==> config.mk <==
export PLATFORM = sky130hd
export DESIGN_NAME = canvas_cursor_ctrl
export DESIGN_NICKNAME = d
export VERILOG_FILES = /design/src/rtl/canvas_cursor_ctrl.sv
export SDC_FILE = /design/constraint.sdc
export NUM_CORES = 1
export LEC_CHECK = 0
export BUFFER_PORTS_ARGS = -buffer_cell sky130_fd_sc_hd__buf_2
export CAP_MARGIN = 20
export CORE_ASPECT_RATIO = 1.4
export CORE_MARGIN = 4
export CORE_UTILIZATION = 55
export DETAILED_ROUTE_END_ITERATION = 12
export HOLD_SLACK_MARGIN = 0.06
export PLACE_DENSITY = 0.74
export SYNTH_ARGS = -nofsm -noshare
export SYNTH_HDL_FRONTEND = slang
export SYNTH_SLANG_ARGS = --single-unit
==> constraint.sdc <==
create_clock -name clk -period 1.87 [get_ports clk]
set_input_delay 0.2805 -clock clk [delete_from_list [all_inputs] [get_ports clk]]
set_output_delay 0.2805 -clock clk [all_outputs]
set_load 0.02 [all_outputs]
==> src/rtl/canvas_cursor_ctrl.sv <==
// Cursor/paint sequencer: conditions the four direction buttons, moves a
// wrapping cursor over the pixel grid and issues one valid/ready pixel
// write per painted move or stamp.
module canvas_cursor_ctrl #(
    parameter int X_BITS   = 4,
    parameter int Y_BITS   = 4,
    parameter int DEBOUNCE = 4
) (
    input  logic                       clk,
    input  logic                       rst_n,
    input  logic [3:0]                 buttons,
    input  logic [2:0]                 rgb_sel,
    input  logic                       brush,
    input  logic                       paint_en,
    input  logic                       stamp,
    output logic                       wr_valid,
    input  logic                       wr_ready,
    output logic [X_BITS+Y_BITS-1:0]   wr_addr,
    output logic [2:0]                 wr_data,
    output logic [X_BITS-1:0]          cur_x,
    output logic [Y_BITS-1:0]          cur_y,
    output logic                       busy
);

    localparam logic [7:0]        DEB_LAST = 8'(DEBOUNCE - 1);
    localparam logic [X_BITS-1:0] X_ONE    = X_BITS'(1);
    localparam logic [Y_BITS-1:0] Y_ONE    = Y_BITS'(1);

    typedef enum logic {IDLE, WRITE} state_t;

    logic [3:0] sync1_reg, sync_reg;
    logic [3:0] deb_level;
    logic [3:0] deb_d_reg;
    logic [3:0] rise_reg;

    state_t                     state_reg, state_next;
    logic [X_BITS-1:0]          cur_x_reg, cur_x_next;
    logic [Y_BITS-1:0]          cur_y_reg, cur_y_next;
    logic [X_BITS+Y_BITS-1:0]   wr_addr_reg, wr_addr_next;
    logic [2:0]                 wr_data_reg, wr_data_next;
    logic [2:0]                 col;

    // Two-flop synchronizer, debounced-level delay and press-edge register
    always_ff @(posedge clk) begin
        if (!rst_n) begin
            sync1_reg <= 4'b0000;
            sync_reg  <= 4'b0000;
            deb_d_reg <= 4'b0000;
            rise_reg  <= 4'b0000;
        end else begin
            sync1_reg <= buttons;
            sync_reg  <= sync1_reg;
            deb_d_reg <= deb_level;
            rise_reg  <= deb_level & ~deb_d_reg;
        end
    end

    generate
        for (genvar gi = 0; gi < 4; gi++) begin : g_debounce
            logic [7:0] cnt_reg;
            logic       deb_reg;

            // Accept a new level only after it persists for DEBOUNCE cycles
            always_ff @(posedge clk) begin
                if (!rst_n) begin
                    cnt_reg <= 8'd0;
                    deb_reg <= 1'b0;
                end else if (sync_reg[gi] == deb_reg) begin
                    cnt_reg <= 8'd0;
                end else if (cnt_reg == DEB_LAST) begin
                    deb_reg <= sync_reg[gi];
                    cnt_reg <= 8'd0;
                end else begin
                    cnt_reg <= cnt_reg + 8'd1;
                end
            end

            assign deb_level[gi] = deb_reg;
        end
    endgenerate

    assign col = brush ? rgb_sel : 3'b000;

    // State, cursor and captured write registers
    always_ff @(posedge clk) begin
        if (!rst_n) begin
            state_reg   <= IDLE;
            cur_x_reg   <= '0;
            cur_y_reg   <= '0;
            wr_addr_reg <= '0;
            wr_data_reg <= 3'b000;
        end else begin
            state_reg   <= state_next;
            cur_x_reg   <= cur_x_next;
            cur_y_reg   <= cur_y_next;
            wr_addr_reg <= wr_addr_next;
            wr_data_reg <= wr_data_next;
        end
    end

    // Next-state logic: prioritised move (Up > Down > Right > Left), stamp, handshake
    always_comb begin
        state_next   = state_reg;
        cur_x_next   = cur_x_reg;
        cur_y_next   = cur_y_reg;
        wr_addr_next = wr_addr_reg;
        wr_data_next = wr_data_reg;
        case (state_reg)
            IDLE: begin
                if (|rise_reg) begin
                    if (rise_reg[3])      cur_y_next = cur_y_reg - Y_ONE;
                    else if (rise_reg[2]) cur_y_next = cur_y_reg + Y_ONE;
                    else if (rise_reg[1]) cur_x_next = cur_x_reg + X_ONE;
                    else                  cur_x_next = cur_x_reg - X_ONE;
                    if (paint_en) begin
                        wr_addr_next = {cur_y_next, cur_x_next};
                        wr_data_next = col;
                        state_next   = WRITE;
                    end
                end else if (stamp) begin
                    wr_addr_next = {cur_y_reg, cur_x_reg};
                    wr_data_next = col;
                    state_next   = WRITE;
                end
            end
            WRITE: begin
                if (wr_ready) state_next = IDLE;
            end
            default: state_next = IDLE;
        endcase
    end

    assign wr_valid = (state_reg == WRITE);
    assign busy     = (state_reg == WRITE);
    assign wr_addr  = wr_addr_reg;
    assign wr_data  = wr_data_reg;
    assign cur_x    = cur_x_reg;
    assign cur_y    = cur_y_reg;

endmodule

# ---- After elaboration in Yosys (flattened, before gate mapping)
# Cells that the tools add are included.
dict set report totals {
  regBits 72
  in_bits 13
  output_inout_bits 21
  elab_cells 71
}
dict set report classes {
  n_addsub 8
  n_eq_ne 9
  muxes 17
  n_bitwise 8
  reduce_logical 12
}
# cell count
set op_table {}
lappend op_table {{adder 8 x 1 -> 8 bit (second input constant)} 4}
lappend op_table {{== test 8 x 2 -> 1 bit (second input constant)} 4}
lappend op_table {{two-way mux 8 bit} 3}
lappend op_table {{two-way mux 4 bit} 5}
lappend op_table {{two-way mux 3 bit} 4}
lappend op_table {{OR reduction 3 bit} 4}
lappend op_table {{AND reduction 2 bit} 5}
lappend op_table {{adder 4 x 1 -> 4 bit (second input constant)} 2}
lappend op_table {{subtractor 4 x 1 -> 4 bit (second input constant)} 2}
lappend op_table {{inverter 1 bit} 6}
lappend op_table {{bitwise AND 4 bit} 1}
lappend op_table {{== test 1 bit} 4}
lappend op_table {{two-way mux 1 bit} 4}
lappend op_table {{inverter 4 bit} 1}
lappend op_table {{OR reduction 4 bit} 1}
lappend op_table {{AND reduction 3 bit} 1}
lappend op_table {{inequality test 2 bit (second input constant)} 1}
lappend op_table {{case mux 1 bit (2 select lines)} 1}
lappend op_table {{nonzero test 2 bit} 1}

# ---- Depth between registers and ports, before layout
dict set report depth {
  ltp_word 6
  depth_mapped 6
  mapped_depth_nobuf 6
}

# ---- Least setup slack after synthesis
# No wires, ideal clock.
dict set report synth_timing {
  kind {register to register}
  from {register rise_reg[1]}
  to {register wr_addr_reg[3], in the netlist wr_addr[3]}
  setup_ns 0.086
  arrival_ns 1.534
  required_time_ns 1.784
  slack_ns 0.251
  path_stages_with_launch 7
  path_buffers 0
  period_less_slack_ns 1.619
  cell_sequence {dfxtp_1 -> inv_1 -> ha_1 -> nand3_1 -> and4_1 -> o2111a_1 -> a211oi_1}
}
dict set report synth_via {
  elab_chain_len 5
  elab_cells_between_ends 9
  cone_classes {eq/ne (1); mux (5); reduce/logical (3)}
}
# element line
set synth_rtl {}
lappend synth_rtl {{from (decl)} 34} ;# logic [3:0] rise_reg;
lappend synth_rtl {{from (signal assigned)} 54} ;# rise_reg <= deb_level & ~deb_d_reg;
lappend synth_rtl {{two-way mux 4 bit} 113} ;# else if (rise_reg[1]) cur_x_next = cur_x_reg + X_ONE;
lappend synth_rtl {{two-way mux 4 bit} 112} ;# else if (rise_reg[2]) cur_y_next = cur_y_reg + Y_ONE;
lappend synth_rtl {{two-way mux 4 bit} 111} ;# if (rise_reg[3]) cur_y_next = cur_y_reg - Y_ONE;
lappend synth_rtl {{two-way mux 8 bit} 115} ;# if (paint_en) begin
lappend synth_rtl {{two-way mux 8 bit} 110} ;# if (|rise_reg) begin
lappend synth_rtl {{to (signal assigned)} 96} ;# wr_addr_reg <= wr_addr_next;
lappend synth_rtl {{to (decl)} 39} ;# logic [X_BITS+Y_BITS-1:0] wr_addr_reg, wr_addr_next;
# Parallel ways exist; a longest one is shown, timed or not. The select of a mux whose other input is x is not followed.
# A chain may end at the register's enable or synchronous reset.

# ---- Worst setup path in the final report
# Ends and elaborated chain as after synthesis.

==> impl_metrics.py <==
metrics = {
    "synth": {
        "synth_cell_type_count": 37,
        "synth_area_leaders": "dfxtp_1 (49%), xor2_1 (5.7%), nor2_1 (5.6%)",
        "synth_top_family_by_area": "simple AND/OR/NAND/NOR gates",
        "synth-simple-area-share_pct": 24.8,
        "synth_top_area_cell": "dfxtp_1",
        "synth_area_um2": 2940,
        "yosysWarnings": 0,
        "synth_compound_area_share_pct": 7.33,
        "synth_edf_count": 0,
        "muxShareOfSynthArea_pct": 1.88,
        "synth_xor_area_share_pct": 10.1,
        "ys_ff_latch": 72,
        "ys_seq_area_share_pct": 49.1,
        "synth_area_per_cell_um2": 9.29,
        "syn_nets": 338,
        "synth_ff_type": "dfxtp_1",
        "yosysTopAreaCellShare_pct": 49.1,
        "synth_cells": 316,
        "async_reset_ff_share_pct": 0,
        "synth_fa_ha_area_share_pct": 4.09,
    },
    "grt": {
        "grt.met1_usage_pct": 17.8,
        "met3_usage_pct": 6.07,
        "grt_pass1_vias": 2054,
        "track_usage_pct": 16.9,
        "antenna_found_initial": 0,
        "overflow": 0,
        "grt_first_pass_wirelength_um": 8810,
        "top_usage_layer": "met2",
        "grt_max_degree": 23,
        "met2_usage_pct": 29.6,
    },
    "detailed_routing": {
        "drc": 0,
        "num_vias": 2192,
        "drt_iter0_drc": 66,
        "dr.pass1.iters": 4,
        "wl_per_cell_um": 11.8,
        "ant_nets": 0,
        "routed_wl_um": 4990,
        "viasPerCell": 5.17,
    },
    "placed_design": {
        "place_ws_ps": 156,
        "gp_congestion": 0.844,
        "port_buffers": 33,
        "dp.cells": 408,
        "place_area_um2": 3150,
        "dp_hpwl_um": 3520,
    },
    "timing": {
        "finalSetupTns_ps": 0,
        "period_needed_ps": 1700,
        "hold_ws_ps": 149,
        "grt_setup_unrepaired": "false",
        "max-slew-margin-rel_pct": 50.9,
        "fin_ws_ps": 171,
        "drv_slew": 0,
        "fin_crit_sh_pct": 90.8,
        "finalHoldViolations": 0,
        "tightest_slew_ps": 735,
        "skew_ps": 12.2,
        "finalSetupViolations": 0,
        "fmax_ghz": 0.589,
    },
    "worst_setup_path": {
        "crit_start": "rise_reg[1]",
        "critPathRequiredTime_ps": 2130,
        "cp_data_arrival_time_ps": 1960,
        "r2r-start": "rise_reg[1]",
        "crit_fanout": 6,
        "cp-start-kind": "flop",
        "critical_path_class": "flop to flop",
        "crit_path_end_kind": "flop",
    },
    "final_layout": {
        "n_antenna_cell": 0,
        "layout.nets": 375,
        "finalNonFillerCells": 424,
        "n_fill_cell": 420,
        "syn_to_final_growth_pct": 14.9,
        "postLayoutCellArea_um2": 3370,
        "layout-drive-gt1-share_pct": 15.9,
        "largest_register_ff_count": 32,
        "fin_util_pct": 65.4,
    },
    "cts": {
        "ctsHtreeMaxLevel": 3,
        "clockRootBuffer": "clkbuf_8",
        "clock-sinks": 72,
        "ctsHoldBuffers": 0,
        "clk_pin_slew_ps": 80,
        "cts_resized": 0,
        "cts_tree": "done",
        "numCtsBuffers": 9,
        "insertion_delay_ps": 340,
        "clock_path_buffers": 2,
        "cts_setup_buffers": 0,
    },
    "floorplan": {
        "rows": 31,
        "die_h_um": 94.4,
        "die_area_um2": 6590,
        "start_util_pct": 56.9,
        "ioPinCount": 34,
        "dieWidth_um": 69.7,
        "coreArea_um2": 5160,
    },
    "power": {
        "max-vdd-ir-drop_v": 0.000672,
        "power.density_nw_per_um2": 857,
        "p_leak_nw": 1.32,
        "finalPower_mw": 2.89,
    },
    "worst_hold_path": {
        "hold_start": "buttons[0]",
        "hold_class": "primary input to flop",
    },
    "status": {
        "status": "finished clean",
    },
    "run": {
        "drv_cap": 0,
    },
}
## worst max-delay path, cell delays in order, from the launching register on
cell and delay [ps]:
dfxtp_1 390, inv_1 150, ha_4 310, nand3_1 110, and4_1 230, o2111a_1 240, a211oi_1 190
## routing by layer
metal | vias to the layer above | share of wire (%)
met5 | - | 0
met4 | 0 | 1.4
met3 | 4 | 4.3
met2 | 38 | 51
met1 | 1011 | 43
li1 | 1139 | -
## power breakdown
group	switching (mW)	total (mW)	internal (mW)
clock	0.573	1.23	0.654
sequential	0.0138	1.57	1.55
combinational	0.0625	0.101	0.0381
total	0.649	2.89	2.24
## placed cells by master, fill, tap and decap left out, types with 2 or more instances in the layout
cell type   instances
a211oi_1            4
a21oi_1            17
and2_1             12
and3_1              8
buf_2              33
buf_4               2
clkbuf_8           10
clkinvlp_4          4
dfxtp_1            72
ha_1                7
inv_1               8
mux2i_1             4
nand2_1            24
nand2b_1            2
nand3_1            27
nand3b_1            2
nor2_1             44
nor2b_1             8
nor3_1              7
nor4b_1             5
o21ai_0             4
o21ai_1             2
o31ai_1             2
xnor2_1            15
xor2_1             19
## kinds of logic after synthesis
kind of cell / count (synthesis)
flops: 72
xor+xnor: 34
simple gates: 144
compound gates: 35
buf+inv: 17
fa+ha+maj: 9
mux: 5
## final cells by class
class | instances | area, um^2 | area share, %
clock buffers | 10 | 138 | 4.08
inverters | 8 | 30.0 | 0.890
multi-input cells | 227 | 1430 | 42.5
flip-flops and latches | 72 | 1440 | 42.7
repair buffers | 35 | 180 | 5.34
clock inverters | 6 | 68.8 | 2.04
well taps | 66 | 82.6 | 2.45
## path summary, 6_finish.rpt
path                  endpoint  slack (ps)  cells past startpoint
hold / removal    sync1_reg[0]         150                      2
hold reg to reg    rise_reg[1]         370                      1
setup reg to reg    wr_addr[3]         170                      6
setup / recovery    wr_addr[3]         170                      6
## Yosys cell counts (2+ instances only)
master	n
and3_1	8
nor2b_1	8
o21ai_0	4
nor4b_1	5
a21oi_1	18
o21ai_1	2
nor2_1	44
dfxtp_1	72
xnor2_1	15
buf_2	2
o31ai_1	2
nand2b_1	2
nand3_1	27
nor3_1	7
inv_1	8
ha_1	8
nand2_1	24
xor2_1	19
clkbuf_1	5
a211oi_1	4
and2_1	12
nand3b_1	2
mux2i_1	4
Note: power is estimated with default switching activity, not from simulation.
